<file path="src/rtl/miner_link_pkg.sv">
// Shared state encodings and default framing bytes for the miner link controller.
// The optional statistics counters are enabled with the LINK_STATS_EN macro (see miner_link_ctrl).
package miner_link_pkg;

  localparam logic [7:0] SYNC_BYTE_DEF  = 8'hAA;
  localparam logic [7:0] ACK_BYTE_DEF   = 8'hA5;
  localparam logic [7:0] NAK_BYTE_DEF   = 8'h5A;
  localparam logic [7:0] NONCE_MARK_DEF = 8'hC3;

  typedef enum logic [1:0] {
    R_SYNC = 2'd0,
    R_DATA = 2'd1,
    R_CSUM = 2'd2
  } rx_state_t;

  typedef enum logic [1:0] {
    T_IDLE = 2'd0,
    T_LOAD = 2'd1,
    T_ARM  = 2'd2,
    T_WAIT = 2'd3
  } tx_state_t;

endpackage

</file>
<file path="src/rtl/link_tx_sequencer.sv">
// Serialises ACK/NAK responses and 5-byte nonce reports onto the byte-wide UART transmitter.
// Holds a single-entry response slot and the latched nonce of the report in flight.
module link_tx_sequencer
  import miner_link_pkg::*;
#(
  parameter logic [7:0] ACK_BYTE   = ACK_BYTE_DEF,
  parameter logic [7:0] NAK_BYTE   = NAK_BYTE_DEF,
  parameter logic [7:0] NONCE_MARK = NONCE_MARK_DEF
) (
  input  logic        clock,
  input  logic        reset,
  input  logic        ack_req,
  input  logic        nak_req,
  input  logic        tx_busy,
  input  logic [31:0] nonce_in,
  input  logic        nonce_valid,
  output logic        nonce_ready,
  output logic [7:0]  tx_data,
  output logic        tx_wr_en,
  output tx_state_t   tx_state
);

  tx_state_t   state, state_nx;
  logic        resp_pending;
  logic [7:0]  resp_byte;
  logic [39:0] out_sr;
  logic [2:0]  bytes_left;
  logic        ready_en;
  logic        start_resp, start_nonce, advance;

  // Nonce handshake: transfer when nonce_valid && nonce_ready at a rising edge;
  // ready is only offered from T_IDLE with no response waiting, so responses win.
  assign nonce_ready = ready_en && (state == T_IDLE) && !resp_pending;
  assign start_resp  = (state == T_IDLE) && resp_pending;
  assign start_nonce = nonce_ready && nonce_valid;
  assign advance     = (state == T_WAIT) && !tx_busy;
  assign tx_state    = state;

  always_ff @(posedge clock or posedge reset) begin
    if (reset) state <= T_IDLE;
    else       state <= state_nx;
  end

  always_comb begin
    state_nx = state;
    tx_wr_en = 1'b0;
    tx_data  = 8'h00;
    case (state)
      T_IDLE: if (start_resp || start_nonce) state_nx = T_LOAD;
      T_LOAD: begin
        tx_wr_en = 1'b1;
        tx_data  = out_sr[39:32];
        state_nx = T_ARM;
      end
      // The UART raises tx_busy a cycle late, so it is ignored here.
      T_ARM:  state_nx = T_WAIT;
      T_WAIT: if (!tx_busy) state_nx = (bytes_left == 3'd1) ? T_IDLE : T_LOAD;
      default: state_nx = T_IDLE;
    endcase
  end

  always_ff @(posedge clock or posedge reset) begin
    if (reset) begin
      resp_pending <= 1'b0;
      resp_byte    <= 8'h00;
      out_sr       <= 40'h0;
      bytes_left   <= 3'd0;
      ready_en     <= 1'b0;
    end else begin
      ready_en <= 1'b1;
      // A newer response replaces one that has not started yet.
      if (ack_req) begin
        resp_pending <= 1'b1;
        resp_byte    <= ACK_BYTE;
      end else if (nak_req) begin
        resp_pending <= 1'b1;
        resp_byte    <= NAK_BYTE;
      end else if (start_resp) begin
        resp_pending <= 1'b0;
      end

      if (start_resp) begin
        out_sr     <= {resp_byte, 32'h0};
        bytes_left <= 3'd1;
      end else if (start_nonce) begin
        out_sr     <= {NONCE_MARK, nonce_in};
        bytes_left <= 3'd5;
      end else if (advance) begin
        out_sr     <= {out_sr[31:0], 8'h00};
        bytes_left <= bytes_left - 3'd1;
      end
    end
  end

endmodule

</file>
<file path="src/rtl/miner_link_ctrl.sv">
// Link-layer controller: frames UART bytes into a checksummed block header and reports nonces.
// Define LINK_STATS_EN to add saturating bad-checksum and timeout counters.
module miner_link_ctrl
  import miner_link_pkg::*;
#(
  parameter int         HEADER_BYTES   = 80,
  parameter int         TIMEOUT_CYCLES = 1_000_000,
  parameter logic [7:0] SYNC_BYTE      = SYNC_BYTE_DEF,
  parameter logic [7:0] ACK_BYTE       = ACK_BYTE_DEF,
  parameter logic [7:0] NAK_BYTE       = NAK_BYTE_DEF,
  parameter logic [7:0] NONCE_MARK     = NONCE_MARK_DEF
) (
  input  logic                      clock,
  input  logic                      reset,
  input  logic [7:0]                rx_data,
  input  logic                      rx_valid,
  output logic                      rx_clear,
  output logic [7:0]                tx_data,
  output logic                      tx_wr_en,
  input  logic                      tx_busy,
  output logic [8*HEADER_BYTES-1:0] header_data,
  output logic                      header_valid,
  input  logic [31:0]               nonce_in,
  input  logic                      nonce_valid,
  output logic                      nonce_ready,
  output rx_state_t                 rx_state_dbg,
`ifdef LINK_STATS_EN
  output logic [15:0]               stat_bad_csum,
  output logic [15:0]               stat_timeouts,
`endif
  output tx_state_t                 tx_state_dbg
);

  localparam int HW = 8 * HEADER_BYTES;
  localparam int CW = $clog2(HEADER_BYTES + 1);
  localparam int TW = $clog2(TIMEOUT_CYCLES + 1);

  rx_state_t     rx_state, rx_nx;
  logic [HW-1:0] staging;
  logic [CW-1:0] byte_cnt;
  logic [7:0]    csum;
  logic [TW-1:0] timer;
  logic          byte_take, csum_hit, csum_miss, timeout_hit;

  // rx_valid is a level held until cleared; the cycle of the clear pulse must not re-take it.
  assign byte_take    = rx_valid && !rx_clear;
  assign rx_state_dbg = rx_state;

  always_ff @(posedge clock or posedge reset) begin
    if (reset) rx_state <= R_SYNC;
    else       rx_state <= rx_nx;
  end

  always_comb begin
    rx_nx       = rx_state;
    csum_hit    = 1'b0;
    csum_miss   = 1'b0;
    timeout_hit = 1'b0;
    case (rx_state)
      R_SYNC: if (byte_take && rx_data == SYNC_BYTE) rx_nx = R_DATA;
      R_DATA: begin
        if (byte_take) begin
          if (byte_cnt == CW'(HEADER_BYTES - 1)) rx_nx = R_CSUM;
        end else if (timer == TW'(TIMEOUT_CYCLES - 1)) begin
          timeout_hit = 1'b1;
          rx_nx       = R_SYNC;
        end
      end
      R_CSUM: begin
        if (byte_take) begin
          rx_nx = R_SYNC;
          if (rx_data == csum) csum_hit = 1'b1;
          else                 csum_miss = 1'b1;
        end else if (timer == TW'(TIMEOUT_CYCLES - 1)) begin
          timeout_hit = 1'b1;
          rx_nx       = R_SYNC;
        end
      end
      default: rx_nx = R_SYNC;
    endcase
  end

  always_ff @(posedge clock or posedge reset) begin
    if (reset) begin
      rx_clear     <= 1'b0;
      header_valid <= 1'b0;
      header_data  <= '0;
      staging      <= '0;
      byte_cnt     <= '0;
      csum         <= 8'h00;
      timer        <= '0;
    end else begin
      rx_clear     <= byte_take;
      header_valid <= csum_hit;
      if (csum_hit) header_data <= staging;

      if (rx_state == R_SYNC) begin
        byte_cnt <= '0;
        csum     <= 8'h00;
      end else if (rx_state == R_DATA && byte_take) begin
        staging  <= {staging[HW-9:0], rx_data};
        byte_cnt <= byte_cnt + CW'(1);
        csum     <= csum + rx_data;
      end

      // Idle-gap timer: restarts on every accepted byte and only runs inside a frame.
      if (rx_state == R_SYNC || byte_take || timeout_hit) timer <= '0;
      else                                                  timer <= timer + TW'(1);
    end
  end

`ifdef LINK_STATS_EN
  always_ff @(posedge clock or posedge reset) begin
    if (reset) begin
      stat_bad_csum <= 16'h0;
      stat_timeouts <= 16'h0;
    end else begin
      if (csum_miss && stat_bad_csum != 16'hFFFF)   stat_bad_csum <= stat_bad_csum + 16'h1;
      if (timeout_hit && stat_timeouts != 16'hFFFF) stat_timeouts <= stat_timeouts + 16'h1;
    end
  end
`endif

  link_tx_sequencer #(
    .ACK_BYTE   (ACK_BYTE),
    .NAK_BYTE   (NAK_BYTE),
    .NONCE_MARK (NONCE_MARK)
  ) u_tx_seq (
    .clock       (clock),
    .reset       (reset),
    .ack_req     (csum_hit),
    .nak_req     (csum_miss),
    .tx_busy     (tx_busy),
    .nonce_in    (nonce_in),
    .nonce_valid (nonce_valid),
    .nonce_ready (nonce_ready),
    .tx_data     (tx_data),
    .tx_wr_en    (tx_wr_en),
    .tx_state    (tx_state_dbg)
  );

endmodule
</file>
<file path="config.mk">
export PLATFORM = sky130hd
export DESIGN_NAME = miner_link_ctrl
export DESIGN_NICKNAME = d
export VERILOG_FILES = /design/src/rtl/miner_link_pkg.sv /design/src/rtl/link_tx_sequencer.sv /design/src/rtl/miner_link_ctrl.sv
export SDC_FILE = /design/constraint.sdc
export NUM_CORES = 2
export LEC_CHECK = 0
export CAP_MARGIN = 25
export CORE_ASPECT_RATIO = 0.7
export CORE_MARGIN = 4
export CORE_UTILIZATION = 40
export DETAILED_ROUTE_END_ITERATION = 10
export DONT_BUFFER_PORTS = 1
export PLACE_DENSITY_LB_ADDON = 0.15
export SYNTH_ARGS = -nofsm -noshare
export SYNTH_HDL_FRONTEND = slang
export SYNTH_SLANG_ARGS = --single-unit
</file>
<file path="constraint.sdc">
create_clock -name clock -period 56.5 [get_ports clock]
set_clock_uncertainty 0.15 [all_clocks]
set_input_delay 2.825 -clock clock [delete_from_list [all_inputs] [get_ports clock]]
set_output_delay 2.825 -clock clock [all_outputs]
set_load 0.01 [all_outputs]
</file>
==> impl_metrics.toml <==
[worst_setup_path]
critical_path_class = "in2reg"
crit_required_ns = 56.97
end_kind = "flop"
critical_path_peak_fanout = 70
critPathLaunchType = "input pin"
cp_data_arrival_time_ns = 7.58

[sta]
setup_violations = 0
min_period_over_period_pct = 12.57
fin_hold_ws_ns = 0.3428
slew_headroom_pct = 28.25
layout_min_cycle_time_ns = 7.103
slew_viol_final = 0
setup_tns_ns = 0
worst_pin_slew_ns = 1.076
fmax_mhz = 140.8
rsz0062_at_grt = "no"
hold_viol = 0

[floorplanning]
dieArea_um2 = 135300
placementRows = 110
io-pin-count = 701
dieHeight_um = 309.0
start_util_pct = 40.27
fp.dieW_um = 438.0
core_um2 = 128500

[final_layout]
fin_cells = 5054
fin_nets = 3276
drive_gt1_share_pct = 39.43
syn2layout_area_growth_pct = 12.27
multi_input_area_um2 = 16640
fillers = 11210
design_area_um2 = 58110
seq_area_um2 = 34230

[clocking]
cts_setup_buffers = 0
worstSkewPairLatency_ns = 0.76
clk_path_buf_depth = 3
cts_htree_levels = 4
clock_sinks = 1368
clk_pin_slew_ns = 0.06
post_cts_resized = 0
postCtsHoldBufs = 0
cts_tree = "yes"
root_buffer = "clkbuf_16"
numCtsBuffers = 138

[logic_synthesis]
yosysSeqAreaShare_pct = 66.13
synthArstFlopShare_pct = 100.0
synth_fp_nets = 3258
yosysWarnings = 0
synth_commonest_cells = "dfrtp_1 (1368), mux2_2 (1050), mux2_1 (230)"
synthCells = 3193
synth_top_area_share_pct = 66.13
synth_area_leaders = "dfrtp_1 (66%), mux2_2 (23%), mux2_1 (5.0%)"
syn_area_um2 = 51760
syn_area_per_cell_um2 = 16.21
synth_most_common_cell = "dfrtp_1"
synth_area_leader_cell = "dfrtp_1"
synth_edf_count = 0
synth.distinct_cells = 49
synth-seq-cells = 1368
synth_ff_type = "dfrtp_1"

[detailed_routing]
post-route-drc-count = 0
ant_nets = 0
num_vias = 26110
wl_per_cell_um = 24.33
dr.first_iter.drc_count = 1435
viasPerCell = 5.167
drtPass1Iterations = 5
wl_mm = 122.9

[power_and_ir_drop]
p_leak_uw = 0.02930
power_density_nw_per_um2 = 36.82
peakVddDrop_mv = 0.02209

[run_status]
run_status = "complete, no violations"

[global_route]
grt_pass1_vias = 27650
grt_max_degree = 183
gr-usage-all-layers_pct = 17.97
grt.overflow.total = 0
antenna_found_initial = 5
grt_pass1_wl_mm = 185.4

[place]
dp_hpwl_mm = 85.21
port_buffers = 0
place_inst = 4801
dpl_cell_area_um2 = 53430
gp_congestion = 0.8508

[min_path]
hold_path.class = "reg2reg"

[flow_run]
max_cap_viol_count = 0
where the power goes:
part           internal (uW)  switching (uW)
Sequential              1020            32.0
Combinational           72.1             106
Clock                    533             380
Total                   1620             518
final timing paths:
kind | start | endpoint | slack, ns | depth (start not counted)
max | rx_data[5] | header_data[532]$_DFFE_PP0P_ | 49.40 | 8
min reg2reg | u_tx_seq.out_sr[32]$_DFFE_PP0P_ | u_tx_seq.out_sr[32]$_DFFE_PP0P_ | 0.34 | 2
min | u_tx_seq.out_sr[32]$_DFFE_PP0P_ | u_tx_seq.out_sr[32]$_DFFE_PP0P_ | 0.34 | 2
min in group asynchronous | reset | header_data[490]$_DFFE_PP0P_ | 1.94 | 1
max in group asynchronous | reset | u_tx_seq.out_sr[0]$_DFFE_PP0P_ | 50.23 | 5
max reg2reg | rx_state_dbg[1]$_DFFE_PP0P_ | staging[614]$_DFFE_PP0P_ | 51.01 | 8
sequential cells by signal (all words and copies together), names as in the netlist, 2 cells and up:
signal               flops
rx_state_dbg             2
u_tx_seq.resp_byte       2
staging                640
u_tx_seq.out_sr         40
timer                   20
csum                     8
u_tx_seq.bytes_left      3
byte_cnt                 7
header_data            640
u_tx_seq.tx_state        2
placed cells by master, fill, tap and decap left out, drive strengths merged, types with 6 or more instances in the layout:
cell type,synthesis,final
dfrtp,1368,1368
mux2,1280,1280
clkbuf,27,200
nand2,80,80
nor2,53,53
a21oi,47,47
buf,136,41
a22o,32,32
clkinv,0,22
inv,14,21
ha,19,19
o21ai,17,17
xor2,16,16
nand3,14,14
and2,14,14
nand4,11,11
xnor2,11,11
bufinv,0,8
diode,0,6
nor3,6,6
routing by layer:
metal	vias to the layer above	routed length (um)	GRT usage, %
met1	13980	47960	21.46
li1	11400	-	-
met4	0	4725	7.525
met2	536	61690	29.96
met3	203	8577	6.024
met5	-	0	0
critical path: stages:
cell and delay (ns):
ha_1 0.35, nor4_1 0.32, nand2_1 0.17, nor3_4 0.82, buf_4 0.80, buf_4 0.86, buf_4 0.85, mux2_2 0.43
cells by family after synthesis:
| group | Yosys count | share of synthesized area [%] |
|---|---|---|
| DFF | 1368 | 66.13 |
| muxes | 1280 | 27.85 |
| and+or+nand+nor | 203 | 1.825 |
| buffers and inverters | 177 | 1.757 |
| AOI/OAI and AO/OA | 117 | 1.475 |
| xor gates and xnor gates | 27 | 0.4568 |
| adders and majority gates | 20 | 0.4980 |
| other | 1 | 0.007245 |
through the flow:
stage / util, % / setup slack [ns] / power (uW)
4_1_cts: 45.07 / 49.33 / 2174
2_1_floorplan: - / 14.96 / 1199
3_5_place_dp: 41.56 / 48.53 / 1246
3_3_place_gp: 41.54 / 48.57 / 1239
6_report: 45.21 / 49.40 / 2140
5_1_grt: 45.20 / 48.98 / 2238
cell type report:
| cell class | count | share of cell area (%) |
|---|---|---|
| Timing Repair Buffer | 41 | 0.8354 |
| Clock buffer | 200 | 6.954 |
| Tap cell | 1736 | 3.738 |
| Inverter | 14 | 0.1033 |
| Sequential cell | 1368 | 58.91 |
| Clock inverter | 41 | 0.7988 |
| Antenna cell | 6 | 0.02584 |
| Multi-Input combinational cell | 1648 | 28.64 |
No activity file was read; power rests on OpenSTA's default activity.
